File: config.mk
export PLATFORM = sky130hd
export DESIGN_NAME = scroll_accumulator_flat
export DESIGN_NICKNAME = d
export VERILOG_FILES = /design/src/rtl/scroll_accumulator_if.sv /design/src/rtl/scroll_accumulator.sv /design/src/flat_wrapper.sv
export SDC_FILE = /design/constraint.sdc
export NUM_CORES = 1
export LEC_CHECK = 0
export ABC_AREA = 1
export CELL_PAD_IN_SITES_DETAIL_PLACEMENT = 2
export CELL_PAD_IN_SITES_GLOBAL_PLACEMENT = 2
export CORE_MARGIN = 4
export CORE_UTILIZATION = 28
export DETAILED_ROUTE_END_ITERATION = 8
export GPL_ROUTABILITY_DRIVEN = 1
export PLACE_DENSITY = 0.8
export RECOVER_POWER = 50
export SYNTH_ARGS = -nofsm -noshare
export SYNTH_HDL_FRONTEND = slang
export SYNTH_SLANG_ARGS = --single-unit
File: constraint.sdc
create_clock -name clk -period 3.8 [get_ports clk]
set_input_delay 0.38 -clock clk [delete_from_list [all_inputs] [get_ports clk]]
set_output_delay 0.38 -clock clk [all_outputs]
set_load 0.01 [all_outputs]
File: src/rtl/scroll_accumulator_if.sv
// Board-side bundle for the scroll accumulator: operator controls in, sum and display out.
interface scroll_accumulator_if #(
  parameter int unsigned WIDTH  = 8,
  parameter int unsigned DIGITS = 4
);
  logic                  btn;
  logic                  clr;
  logic                  op;
  logic                  P;
  logic [3:0]            addend;
  logic [WIDTH-1:0]      sum;
  logic                  overflow_led;
  logic [7:0]            win_ofs;
  logic [DIGITS*7-1:0]   seg;

  // Board I/O side drives the controls and observes the results.
  modport master (
    output btn, clr, op, P, addend,
    input  sum, overflow_led, win_ofs, seg
  );

  // Datapath side.
  modport slave (
    input  btn, clr, op, P, addend,
    output sum, overflow_led, win_ofs, seg
  );
endinterface

File: src/rtl/scroll_accumulator.sv
// Button-driven add/subtract accumulator with a scrolling hex 7-segment window.
module scroll_accumulator #(
  parameter int unsigned WIDTH  = 8,
  parameter int unsigned DIGITS = 4,
  parameter int unsigned DIV    = 20000000,
  parameter bit          SAT    = 1'b0
) (
  input logic                  clk,
  input logic                  rst,
  scroll_accumulator_if.slave  bus
);

  localparam int unsigned CW      = (DIV > 2) ? $clog2(DIV) : 1;
  localparam int          Nib     = int'(WIDTH / 4);
  localparam int          MaxOfs  = (Nib > int'(DIGITS)) ? Nib - int'(DIGITS) : 0;
  localparam logic [7:0]  MaxOfsB = 8'(MaxOfs);

  logic             s1_q, s2_q, s3_q;
  logic [WIDTH-1:0] sum_q, sum_d;
  logic             ovf_q, ovf_d;
  logic [CW-1:0]    cnt_q, cnt_d;
  logic [7:0]       win_q, win_d;
  logic             press, tick;
  logic [WIDTH:0]   add_r, sub_r;
  logic [WIDTH:0]   ext;

  function automatic logic [6:0] hex7(input logic [3:0] n);
    unique case (n)
      4'h0: hex7 = 7'h3F;
      4'h1: hex7 = 7'h06;
      4'h2: hex7 = 7'h5B;
      4'h3: hex7 = 7'h4F;
      4'h4: hex7 = 7'h66;
      4'h5: hex7 = 7'h6D;
      4'h6: hex7 = 7'h7D;
      4'h7: hex7 = 7'h07;
      4'h8: hex7 = 7'h7F;
      4'h9: hex7 = 7'h6F;
      4'hA: hex7 = 7'h77;
      4'hB: hex7 = 7'h7C;
      4'hC: hex7 = 7'h39;
      4'hD: hex7 = 7'h5E;
      4'hE: hex7 = 7'h79;
      default: hex7 = 7'h71;
    endcase
  endfunction

  // Next-state for accumulator, tick divider and window offset.
  always_comb begin
    press = s2_q & ~s3_q;
    tick  = (cnt_q == CW'(DIV - 1));
    ext   = {{(WIDTH - 3){1'b0}}, bus.addend};
    add_r = {1'b0, sum_q} + ext;
    sub_r = {1'b0, sum_q} - ext;
    sum_d = sum_q;
    ovf_d = ovf_q;
    cnt_d = tick ? '0 : cnt_q + 1'b1;
    win_d = win_q;

    if (bus.clr) begin
      sum_d = '0;
      ovf_d = 1'b0;
    end else if (press) begin
      if (!bus.op) begin
        if (add_r[WIDTH]) begin
          ovf_d = 1'b1;
          sum_d = SAT ? '1 : add_r[WIDTH-1:0];
        end else begin
          sum_d = add_r[WIDTH-1:0];
        end
      end else begin
        // Bit WIDTH of the extended difference is the borrow.
        if (sub_r[WIDTH]) begin
          ovf_d = 1'b1;
          sum_d = SAT ? '0 : sub_r[WIDTH-1:0];
        end else begin
          sum_d = sub_r[WIDTH-1:0];
        end
      end
    end

    if ((Nib > int'(DIGITS)) && tick && !bus.P) begin
      win_d = (win_q == MaxOfsB) ? 8'd0 : win_q + 8'd1;
    end
  end

  // State registers; reset wins over everything.
  always_ff @(posedge clk) begin
    if (!rst) begin
      s1_q  <= 1'b0;
      s2_q  <= 1'b0;
      s3_q  <= 1'b0;
      sum_q <= '0;
      ovf_q <= 1'b0;
      cnt_q <= '0;
      win_q <= 8'd0;
    end else begin
      s1_q  <= bus.btn;
      s2_q  <= s1_q;
      s3_q  <= s2_q;
      sum_q <= sum_d;
      ovf_q <= ovf_d;
      cnt_q <= cnt_d;
      win_q <= win_d;
    end
  end

  // Display window: digit d shows nibble (win_ofs + d); positions past the sum are blank.
  always_comb begin
    int pos;
    bus.seg = '0;
    for (int d = 0; d < int'(DIGITS); d++) begin
      pos = int'(win_q) + d;
      if (pos < Nib) begin
        bus.seg[7*d +: 7] = hex7(4'(sum_q >> (4 * pos)));
      end
    end
  end

  assign bus.sum          = sum_q;
  assign bus.overflow_led = ovf_q;
  assign bus.win_ofs      = win_q;

endmodule

File: src/flat_wrapper.sv
// flat-port wrapper written by rule: the top's interface ports become plain ports
module scroll_accumulator_flat 
#(
  parameter int unsigned WIDTH  = 8,
  parameter int unsigned DIGITS = 4,
  parameter int unsigned DIV    = 20000000,
  parameter bit          SAT    = 1'b0
)
  (clk, rst, bus_btn, bus_clr, bus_op, bus_P, bus_addend, bus_sum, bus_overflow_led, bus_win_ofs, bus_seg);
  scroll_accumulator_if #(.WIDTH(WIDTH), .DIGITS(DIGITS)) bus_i ();
  input logic clk;
  input logic rst;
  input wire logic [$bits(bus_i.btn)-1:0] bus_btn;
  input wire logic [$bits(bus_i.clr)-1:0] bus_clr;
  input wire logic [$bits(bus_i.op)-1:0] bus_op;
  input wire logic [$bits(bus_i.P)-1:0] bus_P;
  input wire logic [$bits(bus_i.addend)-1:0] bus_addend;
  output wire logic [$bits(bus_i.sum)-1:0] bus_sum;
  output wire logic [$bits(bus_i.overflow_led)-1:0] bus_overflow_led;
  output wire logic [$bits(bus_i.win_ofs)-1:0] bus_win_ofs;
  output wire logic [$bits(bus_i.seg)-1:0] bus_seg;
  assign bus_i.btn = bus_btn;
  assign bus_i.clr = bus_clr;
  assign bus_i.op = bus_op;
  assign bus_i.P = bus_P;
  assign bus_i.addend = bus_addend;
  assign bus_sum = bus_i.sum;
  assign bus_overflow_led = bus_i.overflow_led;
  assign bus_win_ofs = bus_i.win_ofs;
  assign bus_seg = bus_i.seg;
  scroll_accumulator #(.WIDTH(WIDTH), .DIGITS(DIGITS), .DIV(DIV), .SAT(SAT)) u_core (.clk(clk), .rst(rst), .bus(bus_i));
endmodule
# Word level (Yosys, flattened, before mapping)
# Memory sizes are Yosys's and may differ from the RTL's. A register that Yosys moved wholly into a read port is not among the register bits.
# Index checks and enable logic that the tools add are counted.
dict set report classes {
  div 0
  addsub 2
  bitwise 3
  order_cmp 0
  shift 0
  mul 0
  reduce_logical 3
  eq_ne 1
  n_mux 8
}
# op n
set op_table {}
lappend op_table {{2-to-1 mux 4 bit} 4}
lappend op_table {{adder 8 x 4 -> 9 bit} 1}
lappend op_table {{subtractor 8 x 4 -> 9 bit} 1}
lappend op_table {{2-to-1 mux 8 bit} 1}
lappend op_table {{2-to-1 mux 1 bit} 3}
lappend op_table {{AND reduction 3 bit} 1}
lappend op_table {{inequality test 2 x 1 -> 1 bit (second input constant)} 1}
lappend op_table {{inverter 1 bit} 2}
lappend op_table {{nonzero test 2 bit} 1}
lappend op_table {{OR reduction 2 bit} 1}
lappend op_table {{bitwise AND 1 bit} 1}
dict set report word_totals {
  mem_bits_rw 0
  in_bits 10
  word_cells 24
  memories 2
  out_inout_bits 45
  regBits 12
  rom_bits 224
  latch_bits 0
}
# name words width read_ports rd_clocked_by_memory_dff wr line_no
set memory_table {}
lappend memory_table {{(no name shown)} 16 7 1 1 0 scroll_accumulator.sv:28} ;# unique case (n)
lappend memory_table {{(no name shown)} 16 7 1 1 0 scroll_accumulator.sv:28}

# Logic depth before layout (Yosys ltp)
# Gate-level depths: netlist of run 1.
dict set report logic_depth {
  ltp_word 4
  depth_mapped 19
}

# Worst setup path before layout of run 1
# Ideal clock, no wire load.
dict set report synth_timing {
  path_type {reg2reg}
  start {register u_core.sum_q[0] (netlist: u_core.bus.sum[0])}
  end {register, netlist name bus_seg[13]}
  setup_time_ns 0.113
  period_less_slack_ns 2.188
  path_stages_with_launch 20
  path_slack_ns 1.612
  path_buffers 0
  arrival_time_ns 2.075
  cell_sequence {dfxtp_1 > inv_1 > ha_1 > inv_1 > fa_1 > nand2_1 > nand2_1 > nand2_1 > nand2_1 > nand2_1 > nand3_1 > nand2_1 > nand3_2 > inv_2 > ha_1 > inv_1 > nand4_1 > nand2_1 > nor2_1 > nor2_1}
}
dict set report synth_via {
  elab_chain_cells 4
  word_cells_on_any_way 5
}
# element line_no
set synth_rtl {}
lappend synth_rtl {{start, declared} scroll_accumulator.sv:19} ;# logic [WIDTH-1:0] sum_q, sum_d;
lappend synth_rtl {{start signal, assigned} scroll_accumulator.sv:101} ;# sum_q <= sum_d;
lappend synth_rtl {{adder 8 x 4 -> 9 bit / subtractor 8 x 4 -> 9 bit (equally long branches)} {scroll_accumulator.sv:53, scroll_accumulator.sv:54}}
lappend synth_rtl {{2-to-1 mux 8 bit *} scroll_accumulator.sv:64} ;# if (!bus.op) begin
lappend synth_rtl {{2-to-1 mux 4 bit (no line) * (2 in series)} n/a}
# Mark *: on every way between the ends. The rest lies on a longest branch, timed or not.
# A chain may end at the register's enable or synchronous reset.

# Worst setup path after layout of run 1
dict set report layout_timing {
  start {input port rst}
  end {register, netlist name bus_seg[3]}
}
dict set report layout_via {
  elab_chain_cells 3
}
# element line_no
set layout_rtl {}
lappend layout_rtl {{start, declared} flat_wrapper.sv:12} ;# input logic rst;
lappend layout_rtl {{inverter 1 bit (no line)} n/a}
lappend layout_rtl {{OR reduction 2 bit (no line)} n/a}
lappend layout_rtl {{2-to-1 mux 4 bit (no line)} n/a}
# Every way passes these cells.

==> results.json, run 1 <==
{
  "status": "complete, no violations",
  "fin_nets": 348,
  "postCtsSetupBuffers": 0,
  "clkTransAtPathRegs_ns": 0.09,
  "timing.slew.headroom_pct": 28.8,
  "grt_util_overall_pct": 12.7,
  "final_cell_count_no_fill": 409,
  "rsz_0062_raised_after_global_routing": "no",
  "synth_enable_flop_cells": 0,
  "timing_hold_violations_final": 0,
  "placement_rows": 30,
  "worst-setup-path-type": "input pin to flop",
  "finalWeightedCongestion": 0.772,
  "antenna_violating_nets_post_route": 0,
  "cp_data_required_time_ns": 3.98,
  "static-leakage-power_nw": 1.18,
  "syn_warnings": 0,
  "die_ht_um": 92.9,
  "setup.worst_path.start_class": "input pin",
  "h-tree-depth": 1,
  "cts_buffer_depth": 2,
  "worst_skew_pair.late_latency_ns": 0.28,
  "fmaxAchievable_ghz": 0.331,
  "holdPathStages": 2,
  "final_cell_area_um2": 2390,
  "critical_path.max_fanout": 8,
  "p_per_area_nw_per_um2": 243,
  "io_pins": 55,
  "post-dp-hpwl_um": 4380,
  "drive_gt1_share_pct": 12.8,
  "fin_worst_setup_slack_ns": 0.775,
  "die_x_um": 92.9,
  "layout.filler_cells": 848,
  "cts_hold_buf": 0,
  "cts_made_buffers": 3,
  "worst_ep_arrival_time_ns": 3.20,
  "grt_first_pass_wirelength_um": 8890,
  "placed_cells": 405,
  "holdCritPathClass": "flop to flop",
  "r2r_cells": 19,
  "number_of_antenna_violations_at_the_first_check_in_global_routing": 0,
  "fp.dieArea_um2": 8640,
  "finClkSkew_ns": 0.00471,
  "post_synth.cell_area_avg_um2": 7.19,
  "initial_utilization_pct": 29.2,
  "slew_of_the_pin_with_the_lowest_slew_margin_ns": 1.06,
  "routed_wire_length_per_instance_um": 12.9,
  "synth_seq_area_share_pct": 25.8,
  "num_vias": 1752,
  "drc_violations_left": 0,
  "cts_sinks": 26,
  "syn-instance-count": 281,
  "pin_count_of_the_biggest_net_entering_global_routing": 15,
  "final-max-slew-violation-count": 0,
  "dpl_cell_area_um2": 2350,
  "post_cts_resize_count": 0,
  "fin_setup_tns_ns": 0,
  "grt.overflow.total": 0,
  "first_global_vias": 1836,
  "drt-pass1-iter-count": 4,
  "totalWireLength_um": 5280,
  "synthFlopType": "sky130_fd_sc_hd__dfxtp_1",
  "ys_async_sr_fraction_pct": 0,
  "yosys_register_bits": 26,
  "min_period_over_period_pct": 79.6,
  "clk_root_buffer_cell": "sky130_fd_sc_hd__clkbuf_8",
  "core_um2": 6910,
  "diodes": 0,
  "cp-end-kind": "flop",
  "fin_crit_ns": 3.03,
  "dpl_worst_slack_ns": 0.752,
  "numPortBuffers": 31,
  "cts_tree": "done",
  "area_delta_synth_final_pct": 18.2,
  "drv_cap": 0,
  "detailedRoute.firstIterationViolations": 48,
  "yosysUniqueCellTypes": 33,
  "synth_area_um2": 2020,
  "vias_per_cell": 4.28,
  "timing.final.setup_violations": 0,
  "peakVddDrop_uv": 119
}
[cells in the mapped netlist (3+ instances only)]
cell | count | area (µm²)
sky130_fd_sc_hd__nand2_2 | 8 | 50.1
sky130_fd_sc_hd__nand2_1 | 81 | 304
sky130_fd_sc_hd__nor2_2 | 4 | 25.0
sky130_fd_sc_hd__inv_2 | 6 | 22.5
sky130_fd_sc_hd__nand3_1 | 11 | 55.1
sky130_fd_sc_hd__o21ai_2 | 3 | 26.3
sky130_fd_sc_hd__a21oi_1 | 5 | 25.0
sky130_fd_sc_hd__o21ai_0 | 7 | 35.0
sky130_fd_sc_hd__nand3_2 | 4 | 40.0
sky130_fd_sc_hd__inv_1 | 28 | 105
sky130_fd_sc_hd__dfxtp_1 | 26 | 521
sky130_fd_sc_hd__nor2_1 | 24 | 90.1
sky130_fd_sc_hd__nand4_1 | 3 | 18.8
sky130_fd_sc_hd__buf_4 | 22 | 165
sky130_fd_sc_hd__o21ai_1 | 6 | 30.0
sky130_fd_sc_hd__ha_1 | 22 | 275
[layer usage]
layer  share of wire [%]  track usage [%]  wire length, µm
met1                  46             15.9             2420
met4                 1.3             4.03               68
met3                 3.1            0.812              166
met5                   0                0                0
met2                  50             23.0             2630
[cells by family after synthesis]
group | Yosys count | share of synthesized area (%)
and+or+nand+nor | 143 | 34.3
buffers and inverters | 63 | 17.1
DFF | 26 | 25.8
adders and majority gates | 24 | 15.6
AOI/OAI and AO/OA | 23 | 6.57
xor gates and xnor gates | 1 | 0.434
other | 1 | 0.186
[cell type report]
class,count,area (µm²),area share [%]
multi-input combinational,213,1220,51.0
sequential,26,520,21.8
timing repair buffer,31,310,13.0
inverter,39,164,6.87
tap,96,120,5.03
clock buffer,4,55.1,2.31
[power by group]
| group | internal, mW | switching, mW | total, mW |
|---|---|---|---|
| clock | 0.0929 | 0.0917 | 0.185 |
| sequential | 0.281 | 0.00458 | 0.286 |
| combinational | 0.0398 | 0.0691 | 0.109 |
[per-stage QoR]
step,power [mW],hold WS (ns),util [%]
finish,0.580,0.422,34.5
global route,0.615,0.460,34.5
CTS,0.595,0.427,34.8
detailed placement,0.407,0.403,34.0
global placement,0.403,0.397,34.0
floorplan,0.381,0.390,-
[worst max-delay path: stages]
cell and delay, ns:
sky130_fd_sc_hd__dlygate4sd3_1 0.61, sky130_fd_sc_hd__inv_2 0.04, sky130_fd_sc_hd__nor2_1 0.79, sky130_fd_sc_hd__nand2_1 0.17, sky130_fd_sc_hd__nor2_1 0.36, sky130_fd_sc_hd__inv_1 0.20
sky130_fd_sc_hd__ha_1 0.33, sky130_fd_sc_hd__inv_1 0.05, sky130_fd_sc_hd__nor2_1 0.05, sky130_fd_sc_hd__o21ai_1 0.14, sky130_fd_sc_hd__nand2_1 0.07
[placed cells by master, fill, tap and decap left out, drive strengths merged]
master          n
nand2          90
inv            36
nor2           30
dfxtp          26
ha             22
conb           22
dlygate4sd3    21
nand3          17
o21ai          16
clkdlybuf4s50  10
a21oi           6
nand4           5
clkbuf          4
clkinv          3
fa              2
nand3b          1
xor2            1
o211ai          1
[sequential cells by signal (all words and copies together), names as in the netlist]
register                 flops
u_core.s3_q                  1
bus_seg                     14
u_core.s2_q                  1
u_core.s1_q                  1
u_core.bus.overflow_led      1
u_core.bus.sum               8
[path summary, 6_finish.rpt]
path | end | slack (ns) | startpoint
worst max register to register | bus_seg[13] | 1.23 | u_core.bus.sum[0]
worst min-delay path | u_core.s2_q | 0.42 | u_core.s1_q
worst min register to register | u_core.s2_q | 0.42 | u_core.s1_q
worst max-delay path | bus_seg[3] | 0.77 | rst
(Power assumes the default switching activity.)
==> run 2, diff against run 1 <==
- CORE_UTILIZATION: 28 -> 26
- PLACE_DENSITY: 0.8 -> 0.75
- clock period: 3.8 -> 3.1 ns (I/O delays scaled with it)
==> results.json, run 2 (synthesis results as in run 1) <==
{
  "antenna_violating_nets_post_route": 0,
  "r2r_cells": 19,
  "worstReg2RegStart": "u_core.bus.sum[0]",
  "critical_path.max_fanout": 7,
  "numPortBuffers": 31,
  "post-dp-hpwl_um": 4290,
  "diodes": 0,
  "worst-setup-path-type": "input pin to flop",
  "fin_crit_ns": 2.62,
  "clkTransAtPathRegs_ns": 0.09,
  "cp-end-kind": "flop",
  "regToRegSetupSlack_ns": 0.60,
  "num_vias": 1719,
  "worst_skew_pair.late_latency_ns": 0.27,
  "fin_worst_setup_slack_ns": 0.477,
  "cts_buffer_depth": 2,
  "grt_util_overall_pct": 11.9,
  "layout.filler_cells": 904,
  "p_per_area_nw_per_um2": 282,
  "cts_tree": "done",
  "postCtsSetupBuffers": 0,
  "placement_rows": 31,
  "first_global_vias": 1792,
  "io_pins": 55,
  "die_x_um": 96.1,
  "final-seq-area_um2": 520,
  "layout.cells.most_common_list": "sky130_fd_sc_hd__nand2_1 (81), sky130_fd_sc_hd__inv_1 (28), sky130_fd_sc_hd__dfxtp_1 (26)",
  "timing.hold.worst_endpoint": "u_core.s2_q",
  "cp_data_required_time_ns": 3.27,
  "status": "complete, no violations",
  "cts_sinks": 26,
  "timing_hold_violations_final": 0,
  "finClkSkew_ns": 0.00403,
  "peakVddDrop_uv": 129,
  "detailedRoute.firstIterationViolations": 30,
  "holdPathStages": 2,
  "die_ht_um": 96.1,
  "largest_register_ff_count": 14,
  "clk_root_buffer_cell": "sky130_fd_sc_hd__clkbuf_8",
  "fmaxAchievable_ghz": 0.381,
  "multiInputGateArea_um2": 1230,
  "area_delta_synth_final_pct": 18.8,
  "cts_hold_buf": 0,
  "setup.worst_path.start_class": "input pin",
  "commonest_non_fill_non_tap_cell_in_the_layout": "sky130_fd_sc_hd__nand2_1",
  "hold_slack_ns": 0.428,
  "grt.overflow.total": 0,
  "holdCritStartpoint": "u_core.s1_q",
  "pin_count_of_the_biggest_net_entering_global_routing": 15,
  "post_cts_resize_count": 0,
  "static-leakage-power_nw": 1.18,
  "grt_first_pass_wirelength_um": 8780,
  "reg2reg_to": "bus_seg[13]",
  "drive_gt1_share_pct": 13.1,
  "number_of_antenna_violations_at_the_first_check_in_global_routing": 0,
  "timing.final.setup_violations": 0,
  "rsz_0062_raised_after_global_routing": "no",
  "drc_violations_left": 0,
  "initial_utilization_pct": 27.3,
  "final-max-slew-violation-count": 0,
  "drv_cap": 0,
  "fin_nets": 349,
  "fp.dieArea_um2": 9240,
  "core_um2": 7410,
  "cts_made_buffers": 3,
  "fin_setup_tns_ns": 0,
  "routed_wire_length_per_instance_um": 12.3,
  "min_period_over_period_pct": 84.6,
  "vias_per_cell": 4.17,
  "dpl_worst_slack_ns": 0.123,
  "totalWireLength_um": 5080,
  "worst_ep_arrival_time_ns": 2.79,
  "drt-pass1-iter-count": 4,
  "holdCritPathClass": "flop to flop",
  "finalWeightedCongestion": 0.781,
  "h-tree-depth": 1
}
[run 2: cell count changes in the layout (fill, tap and decap cells not counted), sizes merged]
| cell | delta |
|---|---|
| clkbuf | -1 |
| buf | +1 |
[run 2: layout make-up]
cell class              instances  share of cell area [%]
multi-input cells             213                    51.4
well taps                      99                    5.16
flip-flops and latches         26                    21.7
clock buffers                   3                    1.72
inverters                      39                    6.83
repair buffers                 32                    13.2
[run 2: where the power goes]
part	internal, mW	switching (mW)
Clock	0.0870	0.104
Sequential	0.345	0.00525
Combinational	0.0505	0.0848
Total	0.482	0.194
[run 2: worst max-delay path: stages]
cell and delay, ns:
sky130_fd_sc_hd__clkdlybuf4s50_1 0.54, sky130_fd_sc_hd__inv_1 0.10, sky130_fd_sc_hd__ha_1 0.31, sky130_fd_sc_hd__nor2_1 0.10
sky130_fd_sc_hd__nand2_1 0.06, sky130_fd_sc_hd__nand2_1 0.11, sky130_fd_sc_hd__nand2_1 0.08, sky130_fd_sc_hd__nand2_2 0.11
sky130_fd_sc_hd__nand3_1 0.09, sky130_fd_sc_hd__nand2_1 0.09, sky130_fd_sc_hd__nand3_2 0.17, sky130_fd_sc_hd__inv_1 0.16
sky130_fd_sc_hd__ha_1 0.18, sky130_fd_sc_hd__inv_1 0.06, sky130_fd_sc_hd__nand4_1 0.11, sky130_fd_sc_hd__nand2_1 0.06
sky130_fd_sc_hd__nor2_1 0.11, sky130_fd_sc_hd__nor2_1 0.05
[run 2: how the worst max path moves through the flow]
stage	start	to	slack (ns)	cells past startpoint
3_3_place_gp	bus_addend[0]	bus_seg[13]	0.21	19
5_1_grt	bus_addend[0]	bus_seg[13]	0.20	19
6_report	bus_addend[1]	bus_seg[13]	0.48	18
2_1_floorplan	u_core.bus.sum[0]	bus_seg[13]	0.91	19
3_5_place_dp	bus_addend[1]	bus_seg[13]	0.12	18
4_1_cts	bus_addend[1]	bus_seg[13]	0.42	18
[run 2: metal layers]
| metal | vias to the layer above | GRT usage, % | part of all wire, % |
|---|---|---|---|
| met5 | - | 0 | 0 |
| met4 | 0 | 3.20 | 0.71 |
| met3 | 2 | 0.938 | 2.6 |
| met2 | 30 | 20.1 | 49 |
| met1 | 803 | 16.2 | 48 |
| li1 | 884 | - | - |
[run 2: per-stage QoR]
step	util, %	cell area, µm²	cells	total power [mW]
2_1_floorplan	-	2100	302	0.467
3_3_place_gp	31.8	2360	409	0.496
3_5_place_dp	31.8	2360	409	0.499
4_1_cts	32.4	2400	412	0.697
5_1_grt	32.4	2400	412	0.724
6_report	32.4	2400	412	0.677
